**src/rtl/sigma_pkg.sv**
```systemverilog
// Shared Sigma definitions: opcode constants, operand-size classes and the
// state encoding of the effective-address engine.
package sigma_pkg;

    typedef enum logic [1:0] {SZ_BYTE, SZ_HALF, SZ_WORD, SZ_DOUBLE} size_e;

    typedef enum logic [2:0] {
        ST_IDLE, ST_DECODE, ST_IMM, ST_IND, ST_INDEX, ST_OPF, ST_FAULT, ST_DONE
    } state_e;

    localparam logic [6:0] OP_LCFI = 7'h02;
    localparam logic [6:0] OP_AD   = 7'h10;
    localparam logic [6:0] OP_CD   = 7'h11;
    localparam logic [6:0] OP_LD   = 7'h12;
    localparam logic [6:0] OP_STD  = 7'h15;
    localparam logic [6:0] OP_AI   = 7'h20;
    localparam logic [6:0] OP_CI   = 7'h21;
    localparam logic [6:0] OP_LI   = 7'h22;
    localparam logic [6:0] OP_MI   = 7'h23;
    localparam logic [6:0] OP_AW   = 7'h30;
    localparam logic [6:0] OP_CW   = 7'h31;
    localparam logic [6:0] OP_LW   = 7'h32;
    localparam logic [6:0] OP_STW  = 7'h35;
    localparam logic [6:0] OP_AH   = 7'h50;
    localparam logic [6:0] OP_CH   = 7'h51;
    localparam logic [6:0] OP_LH   = 7'h52;
    localparam logic [6:0] OP_STH  = 7'h55;
    localparam logic [6:0] OP_CB   = 7'h71;
    localparam logic [6:0] OP_LB   = 7'h72;
    localparam logic [6:0] OP_STB  = 7'h75;

    // Anything not listed as byte/half/double addresses a full word.
    function automatic size_e op_size(input logic [6:0] op);
        case (op)
            OP_CB, OP_LB, OP_STB:          return SZ_BYTE;
            OP_AH, OP_CH, OP_LH, OP_STH:   return SZ_HALF;
            OP_AD, OP_CD, OP_LD, OP_STD:   return SZ_DOUBLE;
            default:                       return SZ_WORD;
        endcase
    endfunction

    function automatic logic op_is_immediate(input logic [6:0] op);
        return op inside {OP_LCFI, OP_AI, OP_CI, OP_LI, OP_MI};
    endfunction

endpackage

```
**src/rtl/sigma_ea_scale.sv**
```systemverilog
// Post-index adder: word reference promoted to a byte address plus the index
// register shifted by operand size; the sum wraps at ADDR_W+2 bits.
module sigma_ea_scale
    import sigma_pkg::*;
#(
    parameter int ADDR_W = 17
) (
    input  logic [ADDR_W-1:0] i_ref,
    input  logic [31:0]       i_x,
    input  logic [1:0]        i_size,
    output logic [ADDR_W+1:0] o_ea
);

    logic [31:0] w_base;
    logic [31:0] w_off;

    always_comb begin
        w_base = 32'({i_ref, 2'b00});
        w_off  = i_x;
        case (size_e'(i_size))
            SZ_HALF:   w_off = i_x << 1;
            SZ_WORD:   w_off = i_x << 2;
            // doublewords are doubleword-aligned: the low ref bit is dropped
            SZ_DOUBLE: begin
                w_base = 32'({i_ref[ADDR_W-1:1], 3'b000});
                w_off  = i_x << 3;
            end
            default: ;
        endcase
    end

    assign o_ea = (ADDR_W+2)'(w_base + w_off);

endmodule

```
**src/rtl/sigma_ea_unit.sv**
```systemverilog
// Sigma effective-address / operand-fetch engine: immediate decode, bounded
// indirection, size-scaled post-indexing and an optional operand read.
module sigma_ea_unit
    import sigma_pkg::*;
#(
    parameter int ADDR_W       = 17,
    parameter int MAX_INDIRECT = 1,
    parameter int FETCH_ENABLE = 1
) (
    input  logic              clock,
    input  logic              reset_n,
    input  logic              start,
    input  logic [31:0]       instr,
    input  logic              fetch_op,
    output logic              busy,
    output logic [2:0]        x_sel,
    input  logic [31:0]       x_data,
    output logic              mem_req,
    output logic [ADDR_W-1:0] mem_addr,
    input  logic              mem_ready,
    input  logic [31:0]       mem_rdata,
    output logic              done,
    output logic [ADDR_W+1:0] ea,
    output logic [31:0]       operand,
    output logic              immediate,
    output logic              fault
);

    state_e            r_state, w_next;
    logic [7:0]        r_hdr;       // {I, opcode}
    logic [19:0]       r_low;       // {X, ref}, also the immediate field
    logic [ADDR_W-1:0] r_ref;
    logic              r_fop;
    logic [7:0]        r_lvl;
    logic [ADDR_W+1:0] r_ea;
    logic [31:0]       r_operand;
    logic              r_immediate;
    logic              r_fault;

    logic [6:0]        w_op;
    logic [2:0]        w_xs;
    logic [31:0]       w_x;
    logic [ADDR_W+1:0] w_ea;
    logic              w_chain;
    logic              w_more;
    logic              w_fetch;

    assign w_op    = r_hdr[6:0];
    assign w_xs    = r_low[19:17];
    assign w_x     = (w_xs == 3'd0) ? 32'd0 : x_data;
    // with a single allowed level the chain bit is ignored entirely
    assign w_chain = (MAX_INDIRECT > 1) && mem_rdata[31];
    assign w_more  = r_lvl < 8'(MAX_INDIRECT);
    assign w_fetch = r_fop && (FETCH_ENABLE != 0);

    sigma_ea_scale #(.ADDR_W(ADDR_W)) u_scale (
        .i_ref  (r_ref),
        .i_x    (w_x),
        .i_size (op_size(w_op)),
        .o_ea   (w_ea)
    );

    always_ff @(posedge clock or negedge reset_n) begin
        if (!reset_n) r_state <= ST_IDLE;
        else          r_state <= w_next;
    end

    always_comb begin
        w_next = r_state;
        case (r_state)
            ST_IDLE:   if (start) w_next = ST_DECODE;
            ST_DECODE: begin
                if (op_is_immediate(w_op)) w_next = ST_IMM;
                else if (r_hdr[7])         w_next = ST_IND;
                else                       w_next = ST_INDEX;
            end
            ST_IMM:    w_next = ST_DONE;
            ST_IND: begin
                if (mem_ready) begin
                    if (w_chain) w_next = w_more ? ST_IND : ST_FAULT;
                    else         w_next = ST_INDEX;
                end
            end
            ST_INDEX:  w_next = w_fetch ? ST_OPF : ST_DONE;
            ST_OPF:    if (mem_ready) w_next = ST_DONE;
            ST_FAULT:  w_next = ST_DONE;
            ST_DONE:   w_next = ST_IDLE;
            default:   w_next = ST_IDLE;
        endcase
    end

    always_comb begin
        busy     = (r_state != ST_IDLE) && (r_state != ST_DONE);
        done     = (r_state == ST_DONE);
        mem_req  = (r_state == ST_IND) || (r_state == ST_OPF);
        mem_addr = '0;
        x_sel    = 3'd0;
        if (r_state == ST_IND)   mem_addr = r_ref;
        if (r_state == ST_OPF)   mem_addr = r_ea[ADDR_W+1:2];
        if (r_state == ST_INDEX) x_sel = w_xs;
    end

    always_ff @(posedge clock or negedge reset_n) begin
        if (!reset_n) begin
            r_hdr       <= '0;
            r_low       <= '0;
            r_ref       <= '0;
            r_fop       <= 1'b0;
            r_lvl       <= '0;
            r_ea        <= '0;
            r_operand   <= '0;
            r_immediate <= 1'b0;
            r_fault     <= 1'b0;
        end else begin
            case (r_state)
                ST_IDLE: if (start) begin
                    r_hdr       <= instr[31:24];
                    r_low       <= instr[19:0];
                    r_ref       <= instr[ADDR_W-1:0];
                    r_fop       <= fetch_op;
                    r_lvl       <= 8'd1;
                    r_ea        <= '0;
                    r_operand   <= '0;
                    r_immediate <= 1'b0;
                    r_fault     <= 1'b0;
                end
                ST_IMM: begin
                    r_operand   <= {{12{r_low[19]}}, r_low};
                    r_immediate <= 1'b1;
                end
                ST_IND: if (mem_ready) begin
                    r_ref <= mem_rdata[ADDR_W-1:0];
                    if (w_chain && w_more) r_lvl <= r_lvl + 8'd1;
                end
                ST_INDEX: r_ea <= w_ea;
                ST_OPF:   if (mem_ready) r_operand <= mem_rdata;
                ST_FAULT: begin
                    r_ea      <= '0;
                    r_operand <= '0;
                    r_fault   <= 1'b1;
                end
                default: ;
            endcase
        end
    end

    assign ea        = r_ea;
    assign operand   = r_operand;
    assign immediate = r_immediate;
    assign fault     = r_fault;

endmodule

```
**config.mk**
```make
export PLATFORM = sky130hd
export DESIGN_NAME = sigma_ea_unit
export DESIGN_NICKNAME = d
export VERILOG_FILES = /design/src/rtl/sigma_pkg.sv /design/src/rtl/sigma_ea_scale.sv /design/src/rtl/sigma_ea_unit.sv
export SDC_FILE = /design/constraint.sdc
export NUM_CORES = 1
export LEC_CHECK = 0
export CAP_MARGIN = 20
export CORE_UTILIZATION = 30
export DETAILED_ROUTE_END_ITERATION = 7
export PLACE_DENSITY = 0.6
export RECOVER_POWER = 50
export SLEW_MARGIN = 40
export SYNTH_ARGS = -nofsm -noshare
export SYNTH_HDL_FRONTEND = slang
export SYNTH_SLANG_ARGS = --single-unit
```
**constraint.sdc**
```tcl
create_clock -name clock -period 4.35 [get_ports clock]
set_clock_uncertainty 0.1 [all_clocks]
set_input_delay 0.87 -clock clock [delete_from_list [all_inputs] [get_ports clock]]
set_output_delay 0.87 -clock clock [all_outputs]
set_load 0.03 [all_outputs]
```
==> impl_metrics.json, run 1 <==
{
  "outcome": "finished, violations left",
  "violations": "max-capacitance violations, max-slew violations",
  "ctsLongestPathBuffers": 2,
  "die_w_um": 141,
  "use_met2_pct": 28.5,
  "syn_inst": 614,
  "hold_viol": 0,
  "grt_pass1_vias": 4918,
  "min_to": "operand[2]",
  "synthSimpleGateAreaFrac_pct": 12.6,
  "ys_warn_count": 0,
  "diodes": 0,
  "synth_top_cell_by_area": "dfrtp_1",
  "clk_pin_slew_worst_paths_ns": 0.08,
  "hold_slack_ns": 0.374,
  "ys_seq_area_share_pct": 44.0,
  "reg2reg_slack_ns": 0.51,
  "synth_mux_area_share_pct": 9.78,
  "grt_overflow": 0,
  "final_max_slew_viol_count": 59,
  "drive_above_1_share_pct": 9.66,
  "finalPower_uw": 6200,
  "cts_sinks": 102,
  "p_per_area_nw_per_um2": 771,
  "gp_congestion": 0.843,
  "htreeDepth": 3,
  "critPathKind": "register to register",
  "power_switching_share_pct": 46.2,
  "cts_tree": "yes",
  "fp.dieH_um": 141,
  "path_delay_family": "simple AND/OR/NAND/NOR gates",
  "arrival_ns": 3.99,
  "core_um2": 18800,
  "root_buffer": "clkbuf_16",
  "ff_latch_area_um2": 2550,
  "endpoint_kind": "register",
  "syn-num-nets": 733,
  "syn_area_um2": 5800,
  "die_area_um2": 19900,
  "routed_wl_mm": 17.4,
  "hold_buffers": 0,
  "drc": 0,
  "layout_worst_path_cycle_share_pct": 88.4,
  "synth_top_family_by_area": "compound AO/OA/AOI/OAI gates",
  "clockPowerShare_pct": 14.8,
  "yosys-top-cells-area": "dfrtp_1 (44%), o21ai_0 (6.0%), nand2_1 (5.7%)",
  "io_buffer_count": 159,
  "post-cts-setup-buffers": 0,
  "maxCapViolations": 1,
  "slew_headroom_pct": -113,
  "cts_buffers": 9,
  "p_int_uw": 3340,
  "synthAdderAreaFrac_pct": 4.01,
  "grt_setup_unrepaired": "no",
  "dr.pass1.iters": 5,
  "reg2reg_depth": 14,
  "ir_worst_vdd_uv": 425,
  "grt_max_degree": 65,
  "r2r-end": "ea[16]",
  "io_pins": 177,
  "synth-xor-area-share_pct": 1.51,
  "final_nets": 880,
  "yosys_most_used_dff": "dfrtp_1",
  "tightest_slew_ns": 3.20,
  "postSynth.asyncResetShare_pct": 100,
  "grt_pass1_wl_mm": 27.6,
  "post-route-min-period_ns": 3.84,
  "synth_compound_area_share_pct": 24.6,
  "setup_violations": 0,
  "ctsResizeCount": 0,
  "fmax_mhz": 260,
  "holdPathStages": 2,
  "p_sw_uw": 2860,
  "antenna_found_initial": 0,
  "p_seq_share_pct": 28.2,
  "met1_usage_pct": 24.4,
  "timing.rr.start": "r_hdr[0]",
  "crit_buf_inv": 1,
  "start_kind": "register",
  "p_comb_share_pct": 57.0,
  "slowest_delay_ns": 0.46,
  "worstPathRequired_ns": 4.49,
  "hpwl_mm": 12.7,
  "grt-busiest-layer": "met2",
  "drtAntennaViolNets": 0,
  "syn_area_per_cell_um2": 9.44,
  "multi_input_area_um2": 3080,
  "start_util_pct": 30.8,
  "p_leak_uw": 0.00333,
  "clkLatencyLatePin_ns": 0.35,
  "drtIter0Drc": 285,
  "vias": 5257,
  "finalSetupTns_ns": 0,
  "wire_per_inst_um": 16.9,
  "ys_types": 64,
  "synth-edff-count": 0,
  "synth_top_area_share_pct": 44.0,
  "critPathMaxFanout": 9,
  "fp-row-count": 50,
  "crit_chain": "and2_4 -> nor4_2 -> and2_1 -> a221oi_1 -> nor3_1 -> ha_1 -> inv_1 -> fa_1 -> nand2b_1 -> a21oi_1 -> o21ai_2 -> a31oi_1 -> a311oi_1 -> a221o_1",
  "hp-start": "operand[2]",
  "ys_ff_latch": 102,
  "slowest_stage": "dfrtp_1",
  "area_growth_pct": 38.5,
  "grt_use_total_pct": 18.0,
  "hold_class": "register to register",
  "met3_usage_pct": 4.42,
  "via_per_inst": 5.12,
  "fillCellCount": 1885
}
[flip-flops by register name (all words and copies together), names as in the netlist]
name	count
r_low	20
r_hdr	8
operand	32
fault	1
ea	19
r_state	3
r_ref	17
immediate	1
r_fop	1
[worst min-delay path, stage by stage, from the launching register on]
cell and delay (ns):
dfrtp_1 0.34, nand2_1 0.04, o21ai_0 0.06
[area by class of cell]
type | instances | share of cell area, %
Timing Repair Buffer | 173 | 21.1
Clock buffer | 9 | 2.80
Multi-Input combinational cell | 463 | 38.4
Inverter | 12 | 0.561
Tap cell | 260 | 4.05
Sequential cell | 102 | 31.8
Clock inverter | 7 | 1.29
[per-stage QoR]
step	area (um2)	setup slack (ns)	instances	util [%]
floorplan	5800	0.879	614	-
global placement	7690	0.324	1009	40.9
detailed placement	7720	0.285	1010	41.0
CTS	8050	0.511	1026	42.7
global route	8030	0.136	1026	42.6
finish	8030	0.506	1026	42.6
[per-layer routing]
| layer | up-vias | part of all wire (%) |
|---|---|---|
| met5 | - | 0 |
| met3 | 18 | 5.5 |
| met1 | 2539 | 46 |
| met2 | 140 | 47 |
| li1 | 2560 | - |
| met4 | 0 | 1.4 |
[cell usage after synthesis, drive strengths merged (7+ instances only)]
cell type / n
a21oi: 44
nor3: 7
nand2b: 7
a211oi: 8
nor2: 31
a22o: 19
ha: 17
xnor2: 8
buf: 14
inv: 12
o21ai: 74
mux2: 29
a22oi: 31
clkbuf: 23
nand2: 88
dfrtp: 102
mux2i: 24
[layout by cell type (no fill, tap or decap), types with 5 or more instances in the layout]
master           synthesis  final
inv_1                   11     11
clkdlybuf4s50_1          0    127
clkbuf_16                0      9
nand2_1                 88     88
nor2b_1                  6      6
mux2i_1                 24     24
dlygate4sd3_1            0     31
nor2_1                  30     29
nand2b_1                 6      6
xnor2_1                  8      8
ha_1                    17     17
mux2_2                  29     29
nor3_1                   7      6
dfrtp_1                102    102
a22o_1                  19     19
a22oi_1                 31     31
a211oi_1                 8      8
buf_4                    0     12
o21ai_0                 70     71
and3_1                   5      5
a21oi_1                 43     41
a31oi_1                  6      6
[worst max-delay path by stage]
stage	startpoint	end	slack (ns)	cells past startpoint
final	r_hdr[0]	ea[16]	0.51	14
after global routing	reset_n	ea[18]	0.14	1
after CTS	r_state[2]	mem_addr[2]	0.51	4
after detailed placement	x_data[0]	ea[16]	0.29	12
after global placement	x_data[0]	ea[16]	0.32	12
after floorplan	r_hdr[0]	ea[16]	0.88	15
[cell families (layout without fill, tap and decap cells)]
kind of cell | count (synthesis) | after routing
fa+ha+maj | 18 | 18
flops | 102 | 102
compound gates | 221 | 221
mux | 53 | 53
buf+inv | 49 | 201
simple gates | 161 | 161
xor+xnor | 10 | 10
[power groups by stage]
stage | Sequential [uW] | Clock (uW) | Combinational, uW
CTS | 1760 | 945 | 3620
global placement | 1770 | 0 | 3570
detailed placement | 1780 | 0 | 3600
global route | 1820 | 985 | 3870
finish | 1750 | 917 | 3530
floorplan | 2040 | 0 | 2050
(Power assumes the default switching activity.)
==> run 2: changes to the inputs <==
--- a/config.mk
+++ b/config.mk
@@ -8,7 +8,7 @@
 export CAP_MARGIN = 20
 export CORE_UTILIZATION = 30
 export DETAILED_ROUTE_END_ITERATION = 7
-export PLACE_DENSITY = 0.6
+export PLACE_DENSITY_LB_ADDON = 0.05
 export RECOVER_POWER = 50
 export SLEW_MARGIN = 40
 export SYNTH_ARGS = -nofsm -noshare
==> run 2 against run 1 <==
- the run still ends with max-capacitance violations, max-slew violations left
- critical path depth down 2
- flip-flop and latch count unchanged
- sequential power about the same
- core utilization up 0.23 points
- critical endpoint unchanged
- first-iteration DRC count down 13%
==> impl_metrics.json, run 2 (synthesized netlist as in run 1, its figures left out) <==
{
  "final_common_cell": "clkdlybuf4s50_1",
  "cp.depth": 12,
  "grt_pass1_wl_mm": 28.6,
  "fin_cells": 1027,
  "fp.dieH_um": 141,
  "endpoint_kind": "register",
  "htreeDepth": 3,
  "layout_worst_path_cycle_share_pct": 89.5,
  "grt_pass1_vias": 5297,
  "io_pins": 177,
  "slowest_stage": "or4_4",
  "pre_cts_slack_ns": 0.272,
  "outcome": "finished, violations left",
  "clkLatencyLatePin_ns": 0.35,
  "final_core_util_pct": 42.9,
  "drtAntennaViolNets": 0,
  "fillCellCount": 1866,
  "ff_latch_area_um2": 2550,
  "hold_buffers": 0,
  "ir_worst_vdd_uv": 373,
  "p_per_area_nw_per_um2": 770,
  "grt_max_degree": 60,
  "crit_end": "ea[16]",
  "grt_setup_unrepaired": "no",
  "arrival_ns": 4.03,
  "gp_congestion": 0.815,
  "fin_ws_ns": 0.457,
  "critPathMaxFanout": 8,
  "hold_class": "register to register",
  "cts_buffers": 9,
  "final_cell_mix": "clkdlybuf4s50_1 (127), dfrtp_1 (102), nand2_1 (88), o21ai_0 (71), a21oi_1 (41)",
  "core_um2": 18800,
  "reg2reg_depth": 12,
  "crit_path_start": "r_hdr[0]",
  "maxCapViolations": 1,
  "grt_overflow": 0,
  "ctsLongestPathBuffers": 2,
  "cts_sinks": 102,
  "r2r-end": "ea[16]",
  "fp-row-count": 50,
  "diodes": 0,
  "critPathKind": "register to register",
  "drtIter0Drc": 249,
  "vias": 5261,
  "clk_pin_slew_worst_paths_ns": 0.08,
  "finalSetupTns_ns": 0,
  "hold_slack_ns": 0.377,
  "violations": "max-capacitance violations, max-slew violations",
  "largest_reg_flops": 32,
  "slowest_delay_ns": 0.51,
  "post-cts-setup-buffers": 0,
  "start_util_pct": 30.8,
  "drc": 0,
  "routed_wl_mm": 17.8,
  "root_buffer": "clkbuf_16",
  "crit_chain": "and2_4 -> or4_4 -> nor2_1 -> a22oi_1 -> a21oi_1 -> ha_1 -> a2111oi_0 -> nor3_1 -> o21ai_2 -> a31oi_1 -> a31o_2 -> a221o_1",
  "p_leak_uw": 0.00336,
  "final_nets": 881,
  "antenna_found_initial": 0,
  "slew_headroom_pct": -93.3,
  "ctsResizeCount": 0,
  "wire_per_inst_um": 17.3,
  "worstPathRequired_ns": 4.48,
  "final_max_slew_viol_count": 60,
  "multi_input_area_um2": 3090,
  "path_delay_family": "compound AO/OA/AOI/OAI gates",
  "dr.pass1.iters": 5,
  "area_growth_pct": 39.3,
  "hpwl_mm": 13.5,
  "post-route-min-period_ns": 3.89,
  "hold_viol": 0,
  "crit_buf_inv": 0,
  "timing.rr.start": "r_hdr[0]",
  "grt_use_total_pct": 18.5,
  "via_per_inst": 5.12,
  "cts_tree": "yes",
  "die_area_um2": 19900,
  "start_kind": "register",
  "setup_violations": 0,
  "io_buffer_count": 159,
  "tightest_slew_ns": 2.90,
  "drive_above_1_share_pct": 9.91,
  "reg2reg_slack_ns": 0.46,
  "die_w_um": 141,
  "fmax_mhz": 257,
  "placedCellCount": 1011
}
run 2: cell types whose count changed in the layout (fill, tap and decap cells not counted):
cell / before / now
clkbuf_1: 2 / 1
bufinv_16: 2 / 1
clkbuf_2: 0 / 2
inv_8: 1 / 2
clkbuf_8: 0 / 2
and3_2: 0 / 1
and3_1: 5 / 4
buf_12: 0 / 1
clkinvlp_4: 2 / 0
clkdlybuf4s25_1: 0 / 1
buf_8: 1 / 2
buf_4: 12 / 8
buf_16: 0 / 1
run 2: worst min path at each step:
stage	startpoint	endpoint	slack (ns)	cells past startpoint
2_1_floorplan	r_ref[0]	r_ref[0]	0.36	2
3_5_place_dp	operand[25]	operand[25]	0.37	2
3_3_place_gp	operand[31]	operand[31]	0.36	2
6_report	operand[2]	operand[2]	0.38	2
5_1_grt	operand[1]	operand[1]	0.41	2
4_1_cts	operand[25]	operand[25]	0.39	2
run 2: power breakdown:
group	internal [uW]	switching (uW)	total, uW
registers	1380	380	1750
logic	1480	2100	3580
clock network	491	394	885
total	3350	2870	6220
run 2: routing by layer:
metal	up-vias	global-route usage (%)	wire (um)
met1	2559	24.2	8160
met2	140	29.7	8350
met4	0	4.86	217
met3	14	5.33	1080
li1	2548	-	-
met5	-	0	0
run 2: layout make-up:
| type | count | share of cell area (%) |
|---|---|---|
| tap | 260 | 4.03 |
| clock buffer | 11 | 3.13 |
| inverter | 12 | 0.558 |
| sequential | 102 | 31.6 |
| multi-input combinational | 463 | 38.2 |
| clock inverter | 5 | 0.868 |
| timing repair buffer | 174 | 21.6 |
run 2: per-stage QoR:
step	instance area [um2]	total power [uW]
2_1_floorplan	5800	4090
3_3_place_gp	7700	5340
3_5_place_dp	7760	5440
4_1_cts	8090	6350
5_1_grt	8070	6710
6_report	8070	6220
run 2: worst register-to-register path, delay by kind of cell, from the launching register on:
| family | cells | cell delay (ns) |
|---|---|---|
| adder cells (fa/ha/maj) | 1 | 0.35 |
| AO/OA/AOI/OAI | 7 | 1.63 |
| flip-flops | 1 | 0.44 |
| AND/OR/NAND/NOR | 4 | 1.24 |
==> edit (flow settings as in run 1) <==
`FETCH_ENABLE`: 1 -> 0.
--- a/src/rtl/sigma_ea_unit.sv
+++ b/src/rtl/sigma_ea_unit.sv
@@ -5,7 +5,7 @@
 #(
     parameter int ADDR_W       = 17,
     parameter int MAX_INDIRECT = 1,
-    parameter int FETCH_ENABLE = 1
+    parameter int FETCH_ENABLE = 0
 ) (
     input  logic              clock,
     input  logic              reset_n,
Formal check against the unedited RTL: not equivalent (a bounded check fails within 4 cycles, from zero or initial values and one cycle with reset_n low).
==> edit against run 1 <==
Total power fell by 0.46%. Highest routed layer unchanged. Clock power is 9.7% lower. The run ends with DRC, capacitance limit, slew limit left. Routed wire length is 0.58% higher. Worst setup slack worse by 30 ps. Critical path depth fell by 2. Final area down 3.2%. Synthesized cell count shrank 3.6%. Sequential cell count shrank 1. Area after synthesis decreased by 2.7%.
==> edit: results (changes against run 1) <==
status:
  outcome: "finished with violations"
  failed_checks: "DRC, capacitance limit, slew limit"
min_path:
  timing.hold.worst_endpoint: "ea[0]"
  min_path_cells: 1  # -1
finish:
  nClkBuffers: 10  # +1
  final_layout_size_suffix_gt1_share_pct: 8.91  # -0.75 points
  synthToLayoutAreaGrowth_pct: 37.8
  layout_multi_input_combinational_cell_count: 445  # -3.9%
  buffer_area_share_pct: 21.4  # +0.34 points
  n_all_inverters: 8  # -4
  numSequentialCells: 101  # -0.98%
  num-nets-final: 855  # -2.8%
  multi_input_combinational_area_share_pct: 38.1  # -0.26 points
route:
  routed_wl_mm: 17.5  # +0.58%
  drtIter0Drc: 364  # +28%
  drcViolationCount: 20  # +20
  vias: 5233  # -0.46%
synth:
  post_synth_most_frequent_cells: "sky130_fd_sc_hd__dfrtp_1 (101), sky130_fd_sc_hd__a21oi_1 (68), sky130_fd_sc_hd__nand2_1 (54)"
  synth_mux_area_share_pct: 9.02  # -0.75 points
  synth-xor-area-share_pct: 1.24  # -0.27 points
  yosysUniqueCellTypes: 56  # -13%
  synth_adder_area_share_pct: 4.12  # +0.11 points
placement:
  standard_cell_area_after_detailed_placement_um2: 7500  # -2.7%
  port_bufs: 158  # -0.63%
  dp_hpwl_mm: 12.9  # +1.7%
  final_weighted_congestion_in_routability_driven_placement: 0.896  # +6.4%
  pre_cts_slack_ps: 405  # +120 ps
timing:
  timing_max_transition_violations_final: 91  # +54%
global_route:
  number_of_global_route_vias_before_repair: 5283  # +7.4%
  grt.total_usage_pct: 18.7  # +0.64 points
  grt_start_max_net_pins: 71  # +9.2%
critical_path:
  reg2reg_setup_slack_ps: 480  # -30 ps
  timing.critical_path.arrival_ps: 4010  # +20 ps
power_and_ir_drop:
  power_leakage_nw: 3.20  # -4.0%
  power.ir.vdd_worst_v: 0.000435  # +2.2%
flow_run:
  max_cap_violations: 2  # +1
[edit: cell types whose count changed after synthesis, sizes merged, moves of 3 or more]
cell / change
o21ai: -36
nand2: -34
a21oi: +24
nor2: +22
clkbuf: +12
buf: -11
a222oi: +8
a22oi: -7
nand3: +6
inv: -5
mux2i: -5
o21a: +3
[edit: where the power goes]
group	internal (mW)	switching [mW]	leakage [nW]
sequential	1.38	0.404	1.25
clock	0.452	0.376	0.147
combinational	1.47	2.09	1.80
[edit: worst max-delay path by stage]
stage | startpoint | endpoint | slack (ps)
global placement | x_data[1] | ea[16] | 450
global route | r_hdr[0] | ea[17] | 200
floorplan | r_hdr[0] | ea[17] | 780
finish | r_hdr[0] | ea[10] | 480
detailed placement | x_data[0] | ea[16] | 410
CTS | r_hdr[0] | ea[10] | 550
[edit: layer usage]
layer  vias up  track usage, %
li1       2491               -
met1      2548            23.7
met2       170            31.4
met3        24            3.63
met4         0            7.08
met5         -               0
